### config.mk
export PLATFORM = sky130hd
export DESIGN_NAME = rf_write_arbiter
export DESIGN_NICKNAME = d
export VERILOG_FILES = /design/src/rtl/rf_arb_pkg.sv /design/src/rtl/rf_arb_fifo.sv /design/src/rtl/rf_write_arbiter.sv
export SDC_FILE = /design/constraint.sdc
export NUM_CORES = 1
export LEC_CHECK = 0
export BUFFER_PORTS_ARGS = -buffer_cell sky130_fd_sc_hd__clkbuf_2
export CAP_MARGIN = 40
export CORE_UTILIZATION = 30
export DETAILED_ROUTE_END_ITERATION = 6
export GPL_ROUTABILITY_DRIVEN = 0
export SLEW_MARGIN = 20
export SYNTH_ARGS = -nofsm -noshare
export SYNTH_HDL_FRONTEND = slang
export SYNTH_SLANG_ARGS = --single-unit
export TNS_END_PERCENT = 20
### constraint.sdc
create_clock -name clk -period 2.5 [get_ports clk]
set_clock_uncertainty 0.1 [all_clocks]
set_input_delay 0.375 -clock clk [delete_from_list [all_inputs] [get_ports clk]]
set_output_delay 0.375 -clock clk [all_outputs]
set_load 0.05 [all_outputs]
### src/rtl/rf_arb_pkg.sv
// Shared types and defaults for the register-file write-port arbiter.
// Contents: XLEN/REG_ADDR_W, the rf_wr_t write record, default FIFO depth and starve limit.
// No logic; imported by rf_arb_fifo and rf_write_arbiter.
package rf_arb_pkg;

  localparam int XLEN       = 32;
  localparam int REG_ADDR_W = 5;

  // One pending register-file write: destination and value.
  typedef struct packed {
    logic [REG_ADDR_W-1:0] rd;
    logic [XLEN-1:0]       data;
  } rf_wr_t;

  localparam int RF_ARB_FIFO_DEPTH   = 2;
  localparam int RF_ARB_STARVE_LIMIT = 8;

endpackage

### src/rtl/rf_arb_fifo.sv
// Purpose: small synchronous FIFO of rf_wr_t buffering MDU results for the write port.
// Latency: push registered, head visible the cycle after the first push; pop is immediate.
// Backpressure: full/empty are registered-state flags; push while full or pop while empty is ignored.
// Ports: clk, rst_n (async active-low), push_vld/push_dat, pop, head_dat, full, empty.
module rf_arb_fifo
  import rf_arb_pkg::*;
#(
  parameter int DEPTH = RF_ARB_FIFO_DEPTH
) (
  input  logic   clk,
  input  logic   rst_n,
  input  logic   push_vld,
  input  rf_wr_t push_dat,
  input  logic   pop,
  output rf_wr_t head_dat,
  output logic   full,
  output logic   empty
);

  localparam int AW = (DEPTH > 1) ? $clog2(DEPTH) : 1;

  // Pointers carry one extra wrap bit so full and empty are distinguishable.
  logic [AW:0] wr_ptr_q, wr_ptr_d;
  logic [AW:0] rd_ptr_q, rd_ptr_d;
  rf_wr_t      mem_q [DEPTH];
  rf_wr_t      mem_d [DEPTH];
  logic        do_push;
  logic        do_pop;

  assign empty    = (wr_ptr_q == rd_ptr_q);
  assign full     = (wr_ptr_q[AW] != rd_ptr_q[AW]) &&
                    (wr_ptr_q[AW-1:0] == rd_ptr_q[AW-1:0]);
  assign do_push  = push_vld && !full;
  assign do_pop   = pop && !empty;
  assign head_dat = mem_q[rd_ptr_q[AW-1:0]];

  always_comb begin
    mem_d    = mem_q;
    wr_ptr_d = wr_ptr_q;
    rd_ptr_d = rd_ptr_q;
    if (do_push) begin
      mem_d[wr_ptr_q[AW-1:0]] = push_dat;
      wr_ptr_d                = wr_ptr_q + 1'b1;
    end
    if (do_pop) begin
      rd_ptr_d = rd_ptr_q + 1'b1;
    end
  end

  always_ff @(posedge clk or negedge rst_n) begin
    if (!rst_n) begin
      wr_ptr_q <= '0;
      rd_ptr_q <= '0;
      for (int i = 0; i < DEPTH; i++) begin
        mem_q[i] <= '0;
      end
    end else begin
      wr_ptr_q <= wr_ptr_d;
      rd_ptr_q <= rd_ptr_d;
      mem_q    <= mem_d;
    end
  end

endmodule

### src/rtl/rf_write_arbiter.sv
// Purpose: shares the regfile's single write port between WB (priority) and buffered MDU results,
//          and keeps a per-register pending scoreboard for decode operand stalls.
// Latency: MDU result to regfile write >= 1 cycle (exactly 1 with WB idle and buffer empty).
// Backpressure: WB is never stalled; mdu_res_ready = !fifo_full; mdu_issue_ready = !pending[rd].
// Ports: clk, rst_n; wb_wen/wb_rd/wb_data; mdu_issue_valid/rd/ready; mdu_res_valid/rd/data/ready;
//        rs1_addr/rs2_addr -> rs1_busy/rs2_busy; rf_wen/rf_rd/rf_data to reg_file; waw_err; hold_pipe.
// Optional: RF_ARB_STARVE_GUARD_EN enables the starvation counter driving hold_pipe.
module rf_write_arbiter
  import rf_arb_pkg::*;
#(
  parameter int FIFO_DEPTH   = RF_ARB_FIFO_DEPTH,
  parameter int STARVE_LIMIT = RF_ARB_STARVE_LIMIT
) (
  input  logic                  clk,
  input  logic                  rst_n,
  input  logic                  wb_wen,
  input  logic [REG_ADDR_W-1:0] wb_rd,
  input  logic [XLEN-1:0]       wb_data,
  input  logic                  mdu_issue_valid,
  input  logic [REG_ADDR_W-1:0] mdu_issue_rd,
  output logic                  mdu_issue_ready,
  input  logic                  mdu_res_valid,
  input  logic [REG_ADDR_W-1:0] mdu_res_rd,
  input  logic [XLEN-1:0]       mdu_res_data,
  output logic                  mdu_res_ready,
  input  logic [REG_ADDR_W-1:0] rs1_addr,
  input  logic [REG_ADDR_W-1:0] rs2_addr,
  output logic                  rs1_busy,
  output logic                  rs2_busy,
  output logic                  rf_wen,
  output logic [REG_ADDR_W-1:0] rf_rd,
  output logic [XLEN-1:0]       rf_data,
  output logic                  waw_err,
  output logic                  hold_pipe
);

  logic   [31:0] pend_q, pend_d;
  logic          waw_q, waw_d;
  logic          wb_eff;
  logic          fifo_push;
  logic          fifo_pop;
  logic          fifo_full;
  logic          fifo_empty;
  logic          issue_set;
  rf_wr_t        push_dat;
  rf_wr_t        head_dat;

  assign wb_eff          = wb_wen && (wb_rd != '0);
  assign mdu_res_ready   = !fifo_full;
  // rd=0 results are accepted but never buffered, so x0 is never written.
  assign fifo_push       = mdu_res_valid && mdu_res_ready && (mdu_res_rd != '0);
  assign fifo_pop        = !wb_eff && !fifo_empty;
  assign mdu_issue_ready = (mdu_issue_rd == '0) || !pend_q[mdu_issue_rd];
  assign issue_set       = mdu_issue_valid && mdu_issue_ready && (mdu_issue_rd != '0);
  assign push_dat        = '{rd: mdu_res_rd, data: mdu_res_data};
  assign rs1_busy        = pend_q[rs1_addr];
  assign rs2_busy        = pend_q[rs2_addr];
  assign waw_err         = waw_q;

  rf_arb_fifo #(
    .DEPTH (FIFO_DEPTH)
  ) u_fifo (
    .clk      (clk),
    .rst_n    (rst_n),
    .push_vld (fifo_push),
    .push_dat (push_dat),
    .pop      (fifo_pop),
    .head_dat (head_dat),
    .full     (fifo_full),
    .empty    (fifo_empty)
  );

  // Write-port mux: WB first, then FIFO head; address/data idle at zero.
  always_comb begin
    rf_wen  = 1'b0;
    rf_rd   = '0;
    rf_data = '0;
    if (wb_eff) begin
      rf_wen  = 1'b1;
      rf_rd   = wb_rd;
      rf_data = wb_data;
    end else if (!fifo_empty) begin
      rf_wen  = 1'b1;
      rf_rd   = head_dat.rd;
      rf_data = head_dat.data;
    end
  end

  // Clear is applied before set so a same-cycle reissue keeps the bit pending.
  always_comb begin
    pend_d = pend_q;
    if (fifo_pop) begin
      pend_d[head_dat.rd] = 1'b0;
    end
    if (issue_set) begin
      pend_d[mdu_issue_rd] = 1'b1;
    end
    pend_d[0] = 1'b0;
    waw_d     = waw_q || (wb_eff && pend_q[wb_rd]);
  end

  always_ff @(posedge clk or negedge rst_n) begin
    if (!rst_n) begin
      pend_q <= '0;
      waw_q  <= 1'b0;
    end else begin
      pend_q <= pend_d;
      waw_q  <= waw_d;
    end
  end

`ifdef RF_ARB_STARVE_GUARD_EN
  localparam int CNT_W = $clog2(STARVE_LIMIT + 1);

  logic [CNT_W-1:0] starve_cnt_q, starve_cnt_d;
  logic             hold_q, hold_d;

  // Counts cycles the buffered head is locked out by WB; saturates at the limit.
  always_comb begin
    starve_cnt_d = starve_cnt_q;
    if (fifo_pop) begin
      starve_cnt_d = '0;
    end else if (!fifo_empty && wb_eff && (starve_cnt_q != CNT_W'(STARVE_LIMIT))) begin
      starve_cnt_d = starve_cnt_q + 1'b1;
    end
    hold_d = (starve_cnt_d == CNT_W'(STARVE_LIMIT));
  end

  always_ff @(posedge clk or negedge rst_n) begin
    if (!rst_n) begin
      starve_cnt_q <= '0;
      hold_q       <= 1'b0;
    end else begin
      starve_cnt_q <= starve_cnt_d;
      hold_q       <= hold_d;
    end
  end

  assign hold_pipe = hold_q;
`else
  logic unused_starve_limit;
  assign unused_starve_limit = (STARVE_LIMIT > 0);
  assign hold_pipe           = 1'b0;
`endif

endmodule

# ---- After elaboration in Yosys (flattened, before gate mapping)
# Index checks and enable logic that the tools add are counted.
dict set report word_totals {
  inputBits 94
  elab_cells 77
  register_bits 110
  out_inout_bits 44
}
dict set report op_classes {
  n_lt_le_gt_ge 10
  n_bitwise 5
  n_addsub 2
  mux 26
  n_eq_ne 3
  reduce_logical 23
}
# cell count
set op_table {}
lappend op_table {{2-to-1 mux 37 bit} 4}
lappend op_table {{2-to-1 mux 32 bit} 4}
lappend op_table {{bitwise mux 74 bit} 1}
lappend op_table {{demux 37 bit (select 1 bit)} 1}
lappend op_table {{AND 32 bit} 1}
lappend op_table {{NOT 32 bit} 1}
lappend op_table {{OR 32 bit} 1}
lappend op_table {{less-than comparator 5 x 6 -> 1 bit, second input constant} 5}
lappend op_table {{binary-select mux 1 bit (select 5 bit)} 4}
lappend op_table {{nonzero test 5 bit} 3}
lappend op_table {{logical AND 1 bit} 13}
lappend op_table {{demux 1 bit (select 5 bit)} 2}
lappend op_table {{>= comparator 5 x 1 -> 1 bit, second input constant} 2}
lappend op_table {{2-to-1 mux 5 bit} 2}
lappend op_table {{2-to-1 mux 1 bit} 8}
lappend op_table {{logical NOT 5 bit} 1}
lappend op_table {{adder 2 x 1 -> 2 bit, second input constant} 2}
lappend op_table {{>= comparator 2 bit, second input constant} 2}
lappend op_table {{logical NOT 1 bit} 4}
lappend op_table {{NOT 1 -> 2 bit} 2}
lappend op_table {{equality test 2 bit} 1}
lappend op_table {{logical OR 1 bit} 2}
lappend op_table {{less-than comparator 2 x 1 -> 1 bit, second input constant} 1}
lappend op_table {{equality test 1 bit} 1}
lappend op_table {{inequality test 1 bit} 1}

# ---- Longest topological paths before layout
dict set report logic_depth {
  ltp_word 13
  mapped_depth 7
  mapped_depth_nobuf 5
}

# ---- Modules after synthesis
# From an unflattened synthesis, not the netlist that was laid out.
dict set report hier_totals {
  hier_cells 607
  area_unflattened_um2 6638.9
}
# module area_per_inst_um2 seq_area_each_um2 cells_per_inst instances
set modules_own_cells {}
lappend modules_own_cells {rf_arb_fifo 3458.3 1951.9 221 1}
lappend modules_own_cells {rf_write_arbiter 3180.6 800.8 386 1}

# ---- Worst setup path before layout
# OpenSTA, ideal clock, no wires.
dict set report synth_path {
  path_kind {input to output}
  start {input wb_rd[3]}
  end {output rf_data[23]}
  path_stages 5
  arrival_ns 2.569
  path_buffers 2
  t_required_ns 2.025
  slack_ns -0.544
  cell_sequence {or3_4 -> o31a_1 -> buf_6 -> clkbuf_1 -> o31ai_1}
}
dict set report synth_between {
  elab_chain_cells 3
}
# element line
set synth_lines {}
lappend synth_lines {{start: declaration} rf_write_arbiter.sv:17} ;# input logic [REG_ADDR_W-1:0] wb_rd,
lappend synth_lines {{nonzero test 5 bit} rf_write_arbiter.sv:48} ;# assign wb_eff = wb_wen && (wb_rd != '0);
lappend synth_lines {{logical AND 1 bit} rf_write_arbiter.sv:48}
lappend synth_lines {{2-to-1 mux 32 bit} rf_write_arbiter.sv:78} ;# if (wb_eff) begin
lappend synth_lines {{end: declaration} rf_write_arbiter.sv:32} ;# output logic [XLEN-1:0] rf_data,
# No other way between the ends.

# ---- Worst setup path in the final report
dict set report layout_path {
  start {register pend_q[19]}
  end {output rs2_busy}
}
dict set report layout_between {
  elab_chain_cells 2
}
# element line
set layout_lines {}
lappend layout_lines {{start: declaration} rf_write_arbiter.sv:37} ;# logic [31:0] pend_q, pend_d;
lappend layout_lines {{start signal: assignment} rf_write_arbiter.sv:107} ;# pend_q <= pend_d;
lappend layout_lines {{binary-select mux 1 bit (select 5 bit)} rf_write_arbiter.sv:57} ;# assign rs2_busy = pend_q[rs2_addr];
lappend layout_lines {{2-to-1 mux 1 bit (not written as such)} rf_write_arbiter.sv:57}
lappend layout_lines {{end: declaration} rf_write_arbiter.sv:29} ;# output logic rs2_busy,
# No other way between the ends. The select of a mux whose other input is x is not followed.

==> Implementation_results.wiki <==
{| class="wikitable"
! Metric !! Value
|-
| Length in cells of the worst reg-to-reg path || 6
|-
| Run status || finished with violations
|-
| Number of vias per cell after detailed routing || 5.24
|-
| Global-route wire length before repair || 28.4 mm
|-
| Floorplan die area || 0.0220 mm^2
|-
| Stages on the worst setup path || 4
|-
| Skew-Pair Late Insertion Delay || 350 ps
|-
| Total non-filler cell area in the finished layout || 0.00874 mm^2
|-
| Share of the synthesized area in the top cell type || 0.428
|-
| Detailed-route wire length per cell || 17.6 um
|-
| Post-synthesis average cell area || 11.6 um^2
|-
| Share of power burned in the clock network || 0.126
|-
| Count leader, synth || dfrtp_1
|-
| Transition time at the pin with the least slew margin || between 700 and 800 ps
|-
| Number of instances in the synthesized netlist || between 500 and 600
|-
| Drt total wl || ~18 mm
|-
| Antenna violations before repair || 0
|-
| Async set-reset flop share out of synthesis || 1.00
|-
| Post-Synthesis Net Count || 650
|-
| Sw Share || 0.434
|-
| Worst setup SP type || flip-flop
|-
| Setup WS pre-CTS || -114 ps
|-
| Final setup violation count || 3
|-
| Share of the clock period used by the worst path || 1.07
|-
| Cell total after placement || 978
|-
| Die Y-Extent || 148 um
|-
| Vias in the first global route || 5160
|-
| Final Instance Count excl. Fillers || between 900 and 1000
|-
| Horizontal die dimension || approximately 150 um
|-
| Net switching component of the power || 5.33 mW
|-
| Peak fanout along the critical path || 5
|-
| Cell class contributing the biggest share of worst-path delay || multiplexers
|-
| Max-slew headroom || 0.528
|-
| Maximum number of pins on one net before global-route repair || 53
|-
| CTS Buffer Depth || 2
|-
| Starting utilization of the core area || 0.306
|-
| DR vias || 5228
|-
| Post-DRT Antenna Nets || 0
|-
| Residual DRC count || 0
|-
| 1st-pass router iterations || 4
|-
| Worst path required time || 2030 ps
|-
| Area growth syn-to-layout || 35.8%
|-
| Core region area || roughly 0.021 mm^2
|-
| Sinks on the clock net || between 100 and 150
|-
| Clock transition at the registers of the reported paths || around 70 ps
|-
| Top-level I/O count || between 100 and 150
|-
| Maximum capacitance violations || 0
|-
| Crit path kind || reg2out
|-
| Number of enable flip-flop cells after synthesis || 0
|-
| VDD IR max || 1090 uV
|-
| Synth cell types || 53
|-
| Critical path capture point type || primary output
|-
| Worst Hold Path Cells || 2
|-
| Fmax || 373 MHz
|-
| Post-synth design cell area || 0.00643 mm^2
|-
| Post-synthesis sequential area ratio || 0.428
|-
| GRT Total Usage || 0.167
|-
| Post-Place Cell Area || 0.00821 mm^2
|-
| Cell Rows || 53
|-
| Main flop type after synthesis || dfrtp_1
|-
| Buf+Inv Stages, Crit Path || 1
|-
| Data arrival, critical path || 2200 ps
|-
| Cell-internal power || slightly below 7 mW
|-
| Cell occurring most often along the worst timing path || mux4_2
|-
| Number of buffers created by CTS || 9
|-
| Final worst-path setup slack || -179 ps
|-
| Half-perimeter wire length after detailed placement || 13.2 mm
|-
| Root buffer cell || clkbuf_16
|-
| Unrepaired setup endpoints after global routing || yes
|-
| Final max-slew violation count || 0
|-
| Cell chain of the critical path || mux4_2 -> mux4_2 -> mux2_4 -> buf_8
|-
| Count of H-tree levels built during CTS || 3
|-
| HP Class || in2reg
|-
| Final-layout setup total negative slack || -495 ps
|-
| Failing checks || negative setup slack
|-
| Count of antenna diodes in the layout || 0
|-
| Number of nets in the final layout || 812
|-
| Quantity of I/O buffers inserted on ports || 136
|-
| Count of warnings emitted by yosys || 0
|-
| Top post-synthesis cells by count || 110 x dfrtp_1, 75 x mux2_2, 67 x nand2_1
|-
| Congestion Overflow GR || 0
|-
| Largest stage delay on the critical path || between 400 and 500 ps
|-
| Final critical delay including setup and external delays || 2680 ps
|-
| Count of routing violations after the opening detailed-route iteration || 271
|-
| Top cells by area in the synthesized netlist || dfrtp_1 43%, mux2_2 13%, mux4_2 10%, mux2i_1 6.2%, o31ai_1 4.2%
|-
| Proportion of layout cells with a drive suffix above 1 || 0.506
|-
| CTS tree || built
|-
| Sequential share of power || 0.279
|-
| Post-synthesis sequential element count || 110
|-
| Cell taking the most area after synthesis || dfrtp_1
|-
| Hold violation total from the final report || 0
|-
| Leakage power figure || 3.75 nW
|-
| Total power divided by cell area || 1400 mW/mm^2
|-
| Master of the slowest instance on the critical path || mux4_2
|-
| Power share of the combinational group || 0.595
|}
## cells by family (layout without fill, tap and decap cells)
logic type             Yosys count  after routing  synth area share
buffers and inverters           45            212            0.0362
flip-flops                     110            110             0.428
XOR/XNOR                         6              6           0.00817
AO/OA/AOI/OAI                  126            126             0.131
other                            1              1          0.000583
multiplexers                   149            149             0.304
AND/OR/NAND/NOR                119            119            0.0922
## per-layer routing
| layer | share of wire | track usage |
|---|---|---|
| met3 | 0.079 | 0.0475 |
| met5 | 0 | 0 |
| met4 | 0.014 | 0.0423 |
| met1 | 0.44 | 0.225 |
| met2 | 0.47 | 0.264 |
## per-stage QoR
step	util	hold WS, ps	total power, mW
floorplan	-	-20.6	8.27
global placement	0.391	361	10.3
detailed placement	0.391	362	10.4
CTS	0.413	141	12.3
global route	0.416	141	13.0
finish	0.416	157	12.3
## flip-flops by register name (all words and copies together), names as in the netlist
name             cells
waw_err              1
u_fifo.rd_ptr_q      2
u_fifo.wr_ptr_q      2
u_fifo.mem_q        74
pend_q              31
## placed cells by master, fill, tap and decap left out, types with 9 or more instances in the layout
| master | count |
|---|---|
| dfrtp_1 | 104 |
| clkbuf_2 | 101 |
| mux2_2 | 72 |
| nand2_1 | 66 |
| o21ai_0 | 47 |
| buf_4 | 46 |
| mux2i_1 | 40 |
| mux4_2 | 29 |
| o31ai_4 | 21 |
| o31ai_2 | 16 |
| clkbuf_4 | 16 |
| buf_12 | 16 |
| o21ai_1 | 13 |
| nand3_1 | 11 |
| clkbuf_16 | 9 |
## final timing paths
path / startpoint / endpoint / slack [ps]
setup / recovery: pend_q[19] / rs2_busy / -180
hold / removal: mdu_res_data[30] / u_fifo.mem_q[67] / 160
setup reg to reg: u_fifo.rd_ptr_q[0] / u_fifo.mem_q[60] / 290
hold reg to reg: u_fifo.mem_q[67] / u_fifo.mem_q[67] / 390
max in group asynchronous: rst_n / u_fifo.mem_q[53] / 1090
min in group asynchronous: rst_n / pend_q[23] / 510
## layout make-up
class	count	area, um^2
repair buffers	189	1410
flip-flops and latches	110	2760
well taps	275	344
multi-input cells	401	3880
fillers	2007	12300
clock buffers	13	250
inverters	7	26.3
clock inverters	3	67.6
## power by group through the flow
stage / clock, mW / combinational [mW] / sequential, mW
2_1_floorplan: 0 / 5.06 / 3.21
3_3_place_gp: 0 / 6.90 / 3.39
3_5_place_dp: 0 / 6.95 / 3.42
4_1_cts: 1.60 / 7.27 / 3.40
5_1_grt: 1.67 / 7.78 / 3.55
6_report: 1.55 / 7.30 / 3.43
## repair_timing
item,4_1_cts,5_1_grt
endpoints found under the setup margin,39,23
gates resized for setup,29,30
pin swaps,0,3
buffers inserted,3,0
hold buffers,1,0
endpoints found under the hold margin,46,0
Note: power is estimated with default switching activity, not from simulation.
